[src/rtl/cfg_word_loader.sv]
// CONFIG-chain word loader: deserialises TAP shift data into 16-bit words and
// runs the header/data/checksum burst protocol into the FIR coefficient file.
module cfg_word_loader #(
  parameter int AW = 5,
  parameter int DW = 16
) (
  input  logic          iTck,
  input  logic          iTrst,
  input  logic          iTlr,
  input  logic          iShift,
  input  logic          iTdi,
  input  logic          iWrEn,
  output logic          oDesync,
  output logic          oCoefWe,
  output logic [AW-1:0] oCoefAddr,
  output logic [DW-1:0] oCoefData,
  output logic          oBusy,
  output logic          oDone,
  output logic          oChkErr
);

  typedef enum logic [1:0] {
    ST_IDLE  = 2'd0,
    ST_DATA  = 2'd1,
    ST_CHECK = 2'd2
  } state_e;

  localparam logic [3:0] OP_LOAD   = 4'h1;
  localparam logic [3:0] OP_DESYNC = 4'hD;

  state_e          state_q, state_d;
  logic [DW-1:0]   sr_q, sr_d;
  logic [AW-1:0]   addr_q, addr_d;
  logic [5:0]      rem_q, rem_d;
  logic [DW-1:0]   csum_q, csum_d;
  logic            we_q, we_d;
  logic [AW-1:0]   caddr_q, caddr_d;
  logic [DW-1:0]   cdata_q, cdata_d;
  logic            desync_q, desync_d;
  logic            done_q, done_d;
  logic            chkerr_q, chkerr_d;

  logic [DW-1:0]   word;
  logic            capture;
  logic [3:0]      hdr_op;
  logic [5:0]      hdr_cnt;
  logic [AW-1:0]   hdr_start;

  // The strobe cycle carries the word's last bit, so the word includes iTdi.
  assign word      = {iTdi, sr_q[DW-1:1]};
  assign capture   = iShift & iWrEn;
  assign hdr_op    = word[15:12];
  assign hdr_cnt   = word[11:6];
  assign hdr_start = word[AW-1:0];

  // NOTE: every variable gets its default before any branch, so no path
  // through this block can leave one unassigned and infer a latch.
  always_comb begin
    state_d  = state_q;
    sr_d     = sr_q;
    addr_d   = addr_q;
    rem_d    = rem_q;
    csum_d   = csum_q;
    we_d     = 1'b0;
    caddr_d  = caddr_q;
    cdata_d  = cdata_q;
    desync_d = 1'b0;
    done_d   = 1'b0;
    chkerr_d = chkerr_q;

    if (iTlr) begin
      state_d  = ST_IDLE;
      sr_d     = '0;
      addr_d   = '0;
      rem_d    = '0;
      csum_d   = '0;
      caddr_d  = '0;
      cdata_d  = '0;
      chkerr_d = 1'b0;
    end else begin
      if (iShift) sr_d = word;
      if (capture) begin
        unique case (state_q)
          ST_IDLE: begin
            if (hdr_op == OP_LOAD) begin
              if (hdr_cnt != '0) begin
                addr_d  = hdr_start;
                rem_d   = hdr_cnt;
                csum_d  = '0;
                state_d = ST_DATA;
              end else begin
                desync_d = 1'b1;
              end
            end else if (hdr_op == OP_DESYNC) begin
              desync_d = 1'b1;
            end
          end
          ST_DATA: begin
            we_d    = 1'b1;
            caddr_d = addr_q;
            cdata_d = word;
            addr_d  = addr_q + 1'b1;
            csum_d  = csum_q ^ word;
            rem_d   = rem_q - 1'b1;
            if (rem_q == 6'd1) state_d = ST_CHECK;
          end
          ST_CHECK: begin
            if (word == csum_q) done_d   = 1'b1;
            else                chkerr_d = 1'b1;
            desync_d = 1'b1;
            state_d  = ST_IDLE;
          end
          default: state_d = ST_IDLE;
        endcase
      end
    end
  end

  // NOTE: state registers use non-blocking assignments so all flops sample
  // the same pre-edge values regardless of evaluation order.
  always_ff @(posedge iTck or negedge iTrst) begin
    if (!iTrst) begin
      state_q  <= ST_IDLE;
      sr_q     <= '0;
      addr_q   <= '0;
      rem_q    <= '0;
      csum_q   <= '0;
      we_q     <= 1'b0;
      caddr_q  <= '0;
      cdata_q  <= '0;
      desync_q <= 1'b0;
      done_q   <= 1'b0;
      chkerr_q <= 1'b0;
    end else begin
      state_q  <= state_d;
      sr_q     <= sr_d;
      addr_q   <= addr_d;
      rem_q    <= rem_d;
      csum_q   <= csum_d;
      we_q     <= we_d;
      caddr_q  <= caddr_d;
      cdata_q  <= cdata_d;
      desync_q <= desync_d;
      done_q   <= done_d;
      chkerr_q <= chkerr_d;
    end
  end

  assign oDesync   = desync_q;
  assign oCoefWe   = we_q;
  assign oCoefAddr = caddr_q;
  assign oCoefData = cdata_q;
  assign oDone     = done_q;
  assign oChkErr   = chkerr_q;
  assign oBusy     = (state_q == ST_DATA) || (state_q == ST_CHECK);

endmodule

[config.mk]
export PLATFORM = sky130hd
export DESIGN_NAME = cfg_word_loader
export DESIGN_NICKNAME = d
export VERILOG_FILES = /design/src/rtl/cfg_word_loader.sv
export SDC_FILE = /design/constraint.sdc
export NUM_CORES = 1
export LEC_CHECK = 0
export BUFFER_PORTS_ARGS = -buffer_cell sky130_fd_sc_hd__buf_2
export CAP_MARGIN = 20
export CORE_ASPECT_RATIO = 0.9
export CORE_MARGIN = 2
export CORE_UTILIZATION = 55
export CTS_CLUSTER_DIAMETER = 40
export DETAILED_ROUTE_END_ITERATION = 6
export PLACE_DENSITY = 0.74
export SYNTH_ARGS = -nofsm -noshare
export SYNTH_HDL_FRONTEND = slang
export SYNTH_SLANG_ARGS = --single-unit
[constraint.sdc]
create_clock -name iTck -period 2.3 [get_ports iTck]
set_clock_uncertainty 0.2 [all_clocks]
set_input_delay 0.345 -clock iTck [delete_from_list [all_inputs] [get_ports iTck]]
set_output_delay 0.345 -clock iTck [all_outputs]
set_load 0.01 [all_outputs]
==> impl_metrics.py, run 1 <==
metrics = {
    "cells_and_area": {
        "antennaDiodeCount": 0,
        "final_common_cell": "dfrtp_1",
        "synthToLayoutAreaGrowth_pct": 17.6,
        "drive_above_1_share_pct": 24.2,
        "final_cell_mix": "dfrtp_1, a22o_1, buf_4, buf_2, nor2_1",
        "final_area_mm2": 0.00433,
        "final_core_util_pct": 66.5,
        "n_fill_cell": 510,
        "finalNetCount": 402,
    },
    "synthesis": {
        "ys_ff_latch": 69,
        "yosys.area.top_type_share_pct": 46.9,
        "ys_warn_count": 0,
        "ys.flop_type": "dfrtp_1",
        "synth_edf_count": 0,
        "synth.distinct_cells": 54,
        "yosys-top-cells-area": "dfrtp_1, a22o_1, mux2i_1",
        "synth_nets": 353,
        "synth_area_mm2": 0.00368,
        "syn_area_per_cell_um2": 10.8,
        "synth_cells": 340,
        "async_reset_ff_share_pct": 100,
        "ys_seq_area_share_pct": 46.9,
        "synth_top_area_cell": "dfrtp_1",
    },
    "timing": {
        "drv_slew": 0,
        "setup_tns_ns": 0,
        "hold_slack_ns": 0.162,
        "tightestPinTransition_ns": 0.535,
        "period_share_pct": 95.7,
        "setup_viol": 0,
        "max_freq_mhz": 454,
        "hold_viol_final": 0,
        "fin_crit_ns": 2.20,
        "slew_headroom_pct": 63.4,
    },
    "clock_network": {
        "cts.sink_count": 69,
        "cts_buffers": 9,
        "htreeDepth": 3,
        "path_clk_slew_ns": 0.08,
        "clockRootBuffer": "clkbuf_8",
        "clock_path_buffers": 2,
        "insertion_delay_ns": 0.35,
        "cts_tree": "done",
    },
    "place": {
        "finalWeightedCongestion": 0.918,
        "dp_hpwl_um": 6250,
        "place_area_mm2": 0.00403,
        "io_buffers": 31,
    },
    "worst_setup_path": {
        "r2r-end": "csum_q[12]$_DFFE_PN0P_",
        "crit_path_end": "csum_q[12]$_DFFE_PN0P_",
        "end_kind": "register",
        "cp-start-kind": "register",
        "critical_path_class": "register to register",
        "ff2ff_setup_slack_ns": 0.1,
        "crit_required_ns": 2.33,
        "crit_start": "state_q[1]$_DFFE_PN0P_",
        "cp_max_fo": 7,
        "arrival_ns": 2.23,
        "reg2regPathDepth": 7,
        "rr_startpoint": "state_q[1]$_DFFE_PN0P_",
    },
    "floorplanning": {
        "dieArea_mm2": 0.00737,
        "boundaryPins": 32,
        "placementRows": 28,
        "start_util_pct": 56.5,
        "die_w_um": 90.3,
        "core_area_mm2": 0.00652,
        "die_height_um": 81.6,
    },
    "routing": {
        "routed_wl_um": 9370,
        "postRouteAntennaNets": 0,
        "drcViolationCount": 0,
        "wire_per_inst_um": 19.4,
        "vias": 2971,
        "first_iter_violations": 259,
        "routed_via_density": 6.15,
        "drt_pre_antenna_iters": 5,
    },
    "run": {
        "drv_cap": 0,
    },
    "run_status": {
        "status": "finished clean",
    },
    "global_routing": {
        "antenna_found_initial": 0,
        "grt_max_degree": 31,
        "grt_pass1_vias": 2854,
        "grt_usage_pct": 26.1,
        "grt_pass1_wl_um": 14800,
        "grt_overflow": 0,
    },
    "pwr": {
        "vdd_drop_max_v": 0.000615,
        "cellLeakagePower_nw": 2.17,
        "p_total_mw": 3.22,
        "power.density_mw_per_mm2": 742,
    },
    "hold_path": {
        "hold_class": "primary input to register",
        "holdPathStages": 2,
    },
}
[per-stage QoR]
stage               setup WS [ns]  instances
finish                     0.0990        483
global route              -0.0203        483
global placement            0.222        461
detailed placement          0.152        461
CTS                         0.150        477
floorplan                   0.324        340
[kinds of logic (layout without fill, tap and decap cells)]
family / Yosys count / after routing / share of synthesized area, %
XOR/XNOR: 19 / 19 / 4.52
multiplexers: 16 / 16 / 4.35
adder cells (fa/ha/maj): 7 / 7 / 2.38
flip-flops: 69 / 69 / 46.9
AO/OA/AOI/OAI: 92 / 94 / 21.9
buffers and inverters: 41 / 92 / 5.77
AND/OR/NAND/NOR: 96 / 96 / 14.2
[state kept, by name, indices dropped and copies added (netlist names)]
signal     flops
csum_q        16
oCoefData     16
sr_q          15
rem_q          6
addr_q         5
oCoefAddr      5
state_q        2
oChkErr        1
oCoefWe        1
oDesync        1
oDone          1
[worst max-delay path, cell delays in order (launching register included)]
cell      delay, ns
dfrtp_1        0.38
inv_1          0.12
ha_1           0.18
nand3b_1       0.22
buf_4          0.22
a211o_2        0.37
a22o_1         0.21
a22o_1         0.19
[worst min path at each step]
stage / start / slack [ns] / end
5_1_grt: iTlr / 0.16 / sr_q[2]$_DFFE_PN0P_
3_3_place_gp: iTrst / 0.02 / oCoefWe$_DFF_PN0_
2_1_floorplan: iTrst / -0.15 / addr_q[0]$_DFFE_PN0P_
6_report: iTlr / 0.16 / sr_q[2]$_DFFE_PN0P_
3_5_place_dp: iTrst / 0.03 / oCoefWe$_DFF_PN0_
4_1_cts: iTlr / 0.15 / sr_q[2]$_DFFE_PN0P_
[layer usage]
| layer | GRT usage [%] | wire length (um) | share of wire, % | vias to the layer above |
|---|---|---|---|---|
| met5 | 0 | 0 | 0 | - |
| li1 | - | - | - | 1355 |
| met3 | 6.24 | 534 | 5.7 | 15 |
| met2 | 43.7 | 4500 | 48 | 118 |
| met1 | 34.0 | 4160 | 44 | 1483 |
| met4 | 8.31 | 172 | 1.8 | 0 |
[report_power, final]
part           switching (mW)  total (mW)  internal (mW)
Sequential             0.0591        1.32           1.26
Clock                   0.500        1.22          0.717
Combinational           0.395       0.676          0.281
Total                   0.954        3.22           2.26
[synth_stat cells (2+ instances only)]
library cell and instances:
a211o_1 3, a21oi_1 5, a21oi_4 2, a22o_1 39, a22oi_1 2, a311oi_1 2, buf_1 3, buf_2 14
buf_4 3, buf_6 4, clkbuf_1 7, dfrtp_1 69, ha_1 7, inv_1 10, mux2i_1 16, nand2_1 15
nand2b_1 2, nand3_1 12, nand4_1 2, nor2_1 27, nor2b_1 16, nor3_1 2, nor4_1 10, o21ai_0 4
o2bb2ai_1 15, o31ai_1 4, xnor2_1 4, xor2_1 15
[final cells by class]
| cell class | instances | area [um2] | area share (%) |
|---|---|---|---|
| multi-input combinational | 232 | 1780 | 41.1 |
| timing repair buffer | 67 | 440 | 10.2 |
| clock inverter | 6 | 111 | 2.57 |
| sequential | 69 | 1730 | 39.9 |
| clock buffer | 9 | 124 | 2.86 |
| inverter | 10 | 37.5 | 0.867 |
| tap | 90 | 113 | 2.60 |
[timing repair]
item | CTS | global route
endpoints found under the setup margin | 0 | 2
endpoints found under the hold margin | 69 | 0
gates resized for setup | 0 | 2
hold buffers | 1 | 0
setup buffers | 0 | 4
Power figures use the tool's default switching activity.
==> run 2: changes to the inputs <==
--- a/config.mk
+++ b/config.mk
@@ -16,3 +16,4 @@
 export SYNTH_ARGS = -nofsm -noshare
 export SYNTH_HDL_FRONTEND = slang
 export SYNTH_SLANG_ARGS = --single-unit
+export TNS_END_PERCENT = 50
==> constraint.sdc (replaced) <==
create_clock -name iTck -period 2.7 [get_ports iTck]
set_clock_uncertainty 0.2 [all_clocks]
set_input_delay 0.405 -clock iTck [delete_from_list [all_inputs] [get_ports iTck]]
set_output_delay 0.405 -clock iTck [all_outputs]
set_load 0.01 [all_outputs]
==> impl_metrics.py, run 2 (synthesized netlist as in run 1, its figures left out) <==
metrics = {
    "cells_and_area": {
        "antennaDiodeCount": 0,
        "drive_above_1_share_pct": 19.4,
        "instances_no_fill": 461,
        "final_cell_mix": "dfrtp_1, a22o_1, buf_2, nor2_1",
        "final_common_cell": "dfrtp_1",
        "synthToLayoutAreaGrowth_pct": 11.5,
        "finalNetCount": 379,
        "n_fill_cell": 527,
    },
    "worst_setup_path": {
        "crit_required_ns": 2.73,
        "critical_path_class": "register to register",
        "critical-path-top-delay-family": "compound AO/OA/AOI/OAI gates",
        "cp_max_fo": 18,
        "cpMaxStageDelayCell": "a21oi_4",
        "ff2ff_setup_slack_ns": 0.33,
        "critPathBufInv": 1,
        "critical_path.cell_chain": "inv_1, ha_1, and3b_1, a21oi_4, a21oi_4, a221o_1",
        "critical_path.max_stage_delay_ns": 0.50,
        "arrival_ns": 2.40,
        "cp.depth": 6,
        "cp-start-kind": "register",
        "path_common_cell": "a21oi_4",
        "reg2regPathDepth": 6,
        "end_kind": "register",
    },
    "run_status": {
        "status": "finished clean",
    },
    "clock_network": {
        "cts_buffers": 9,
        "cts_tree": "done",
        "htreeDepth": 3,
        "clock_path_buffers": 2,
        "path_clk_slew_ns": 0.08,
        "ctsHoldBuffers": 1,
        "cts_resized": 0,
        "cts_setup_buffers": 0,
        "insertion_delay_ns": 0.35,
        "cts.sink_count": 69,
        "clockRootBuffer": "clkbuf_8",
    },
    "floorplanning": {
        "boundaryPins": 32,
        "die_w_um": 90.3,
        "start_util_pct": 56.5,
        "die_height_um": 81.6,
        "placementRows": 28,
        "core_area_mm2": 0.00652,
        "dieArea_mm2": 0.00737,
    },
    "place": {
        "finalWeightedCongestion": 0.821,
        "io_buffers": 31,
        "dp_hpwl_um": 5700,
        "dp_cells": 444,
    },
    "pwr": {
        "power.density_mw_per_mm2": 610,
        "vdd_drop_max_v": 0.000342,
        "swShare_pct": 31.4,
        "internal-power_mw": 1.72,
        "switching_power_mw": 0.787,
        "seq_power_share_pct": 44.9,
        "combPwrFrac_pct": 21.2,
        "cellLeakagePower_nw": 2.05,
        "pwr-share-clk_pct": 33.9,
        "p_total_mw": 2.50,
    },
    "timing": {
        "setup_viol": 0,
        "fin_crit_ns": 2.37,
        "period_share_pct": 87.6,
        "rsz0062_at_grt": "no",
        "setup_tns_ns": 0,
        "drv_slew": 0,
        "max_freq_mhz": 423,
        "hold_slack_ns": 0.251,
        "slew_headroom_pct": 51.7,
        "hold_viol_final": 0,
        "tightestPinTransition_ns": 0.722,
    },
    "hold_path": {
        "holdPathStages": 2,
        "hold_class": "primary input to register",
    },
    "routing": {
        "drcViolationCount": 0,
        "routed_via_density": 6.08,
        "first_iter_violations": 148,
        "vias": 2801,
        "postRouteAntennaNets": 0,
        "routed_wl_um": 8430,
        "wire_per_inst_um": 18.3,
        "drt_pre_antenna_iters": 4,
    },
    "global_routing": {
        "grt_pass1_wl_um": 13900,
        "grt_max_degree": 50,
        "grt_pass1_vias": 2692,
        "grt_usage_pct": 24.5,
        "antenna_found_initial": 0,
        "grt_overflow": 0,
    },
    "run": {
        "drv_cap": 0,
    },
}
-- run 2: changes by cell type in the layout (fill, tap and decap cells not counted), sizes merged --
cell,previous run,this run
buf,66,45
a211o,6,4
bufinv,3,1
clkinv,1,4
-- run 2: worst reg2reg max path, delay by kind of cell, from the launching register on --
| kind | cells | cell delay [ns] |
|---|---|---|
| flops | 1 | 0.40 |
| simple gates | 1 | 0.27 |
| fa+ha+maj | 1 | 0.17 |
| buf+inv | 1 | 0.11 |
| compound gates | 3 | 1.10 |
-- run 2: area by class of cell --
cell class | count | area, um2 | area share [%]
clock buffer | 9 | 124 | 3.02
clock inverter | 7 | 73.8 | 1.80
inverter | 10 | 37.5 | 0.914
multi-input combinational | 230 | 1750 | 42.6
sequential | 69 | 1730 | 42.0
tap | 90 | 113 | 2.74
timing repair buffer | 46 | 283 | 6.88
-- run 2: layer usage --
metal | share of wire [%] | vias up | global-route usage, %
li1 | - | 1302 | -
met1 | 46 | 1412 | 33.1
met2 | 48 | 76 | 39.0
met3 | 4.8 | 11 | 5.05
met4 | 1.4 | 0 | 10.3
met5 | 0 | - | 0
-- run 2: path summary, 6_finish.rpt --
path,startpoint,end
worst max-delay path,state_q[0]$_DFFE_PN0P_,rem_q[3]$_DFFE_PN0P_
worst min-delay path,iTdi,oCoefData[15]$_DFFE_PN0P_
worst max register to register,state_q[0]$_DFFE_PN0P_,rem_q[3]$_DFFE_PN0P_
worst min register to register,oCoefData[2]$_DFFE_PN0P_,oCoefData[2]$_DFFE_PN0P_
max in group asynchronous,iTrst,sr_q[12]$_DFFE_PN0P_
min in group asynchronous,iTrst,oCoefAddr[4]$_DFFE_PN0P_
-- run 2: metrics by stage --
stage | area, um2 | util (%) | worst slack, ns
floorplan | 3680 | - | 0.723
global placement | 3900 | 59.9 | 0.398
detailed placement | 3900 | 59.9 | 0.339
CTS | 4110 | 63.0 | 0.334
global route | 4110 | 63.0 | 0.161
finish | 4110 | 63.0 | 0.334
-- run 2: power groups by stage --
| stage | registers (mW) | logic [mW] | clock network [mW] |
|---|---|---|---|
| 2_1_floorplan | 1.13 | 0.399 | 0 |
| 3_3_place_gp | 1.14 | 0.514 | 0 |
| 3_5_place_dp | 1.14 | 0.527 | 0 |
| 4_1_cts | 1.12 | 0.531 | 0.862 |
| 5_1_grt | 1.13 | 0.595 | 0.910 |
| 6_report | 1.13 | 0.531 | 0.848 |
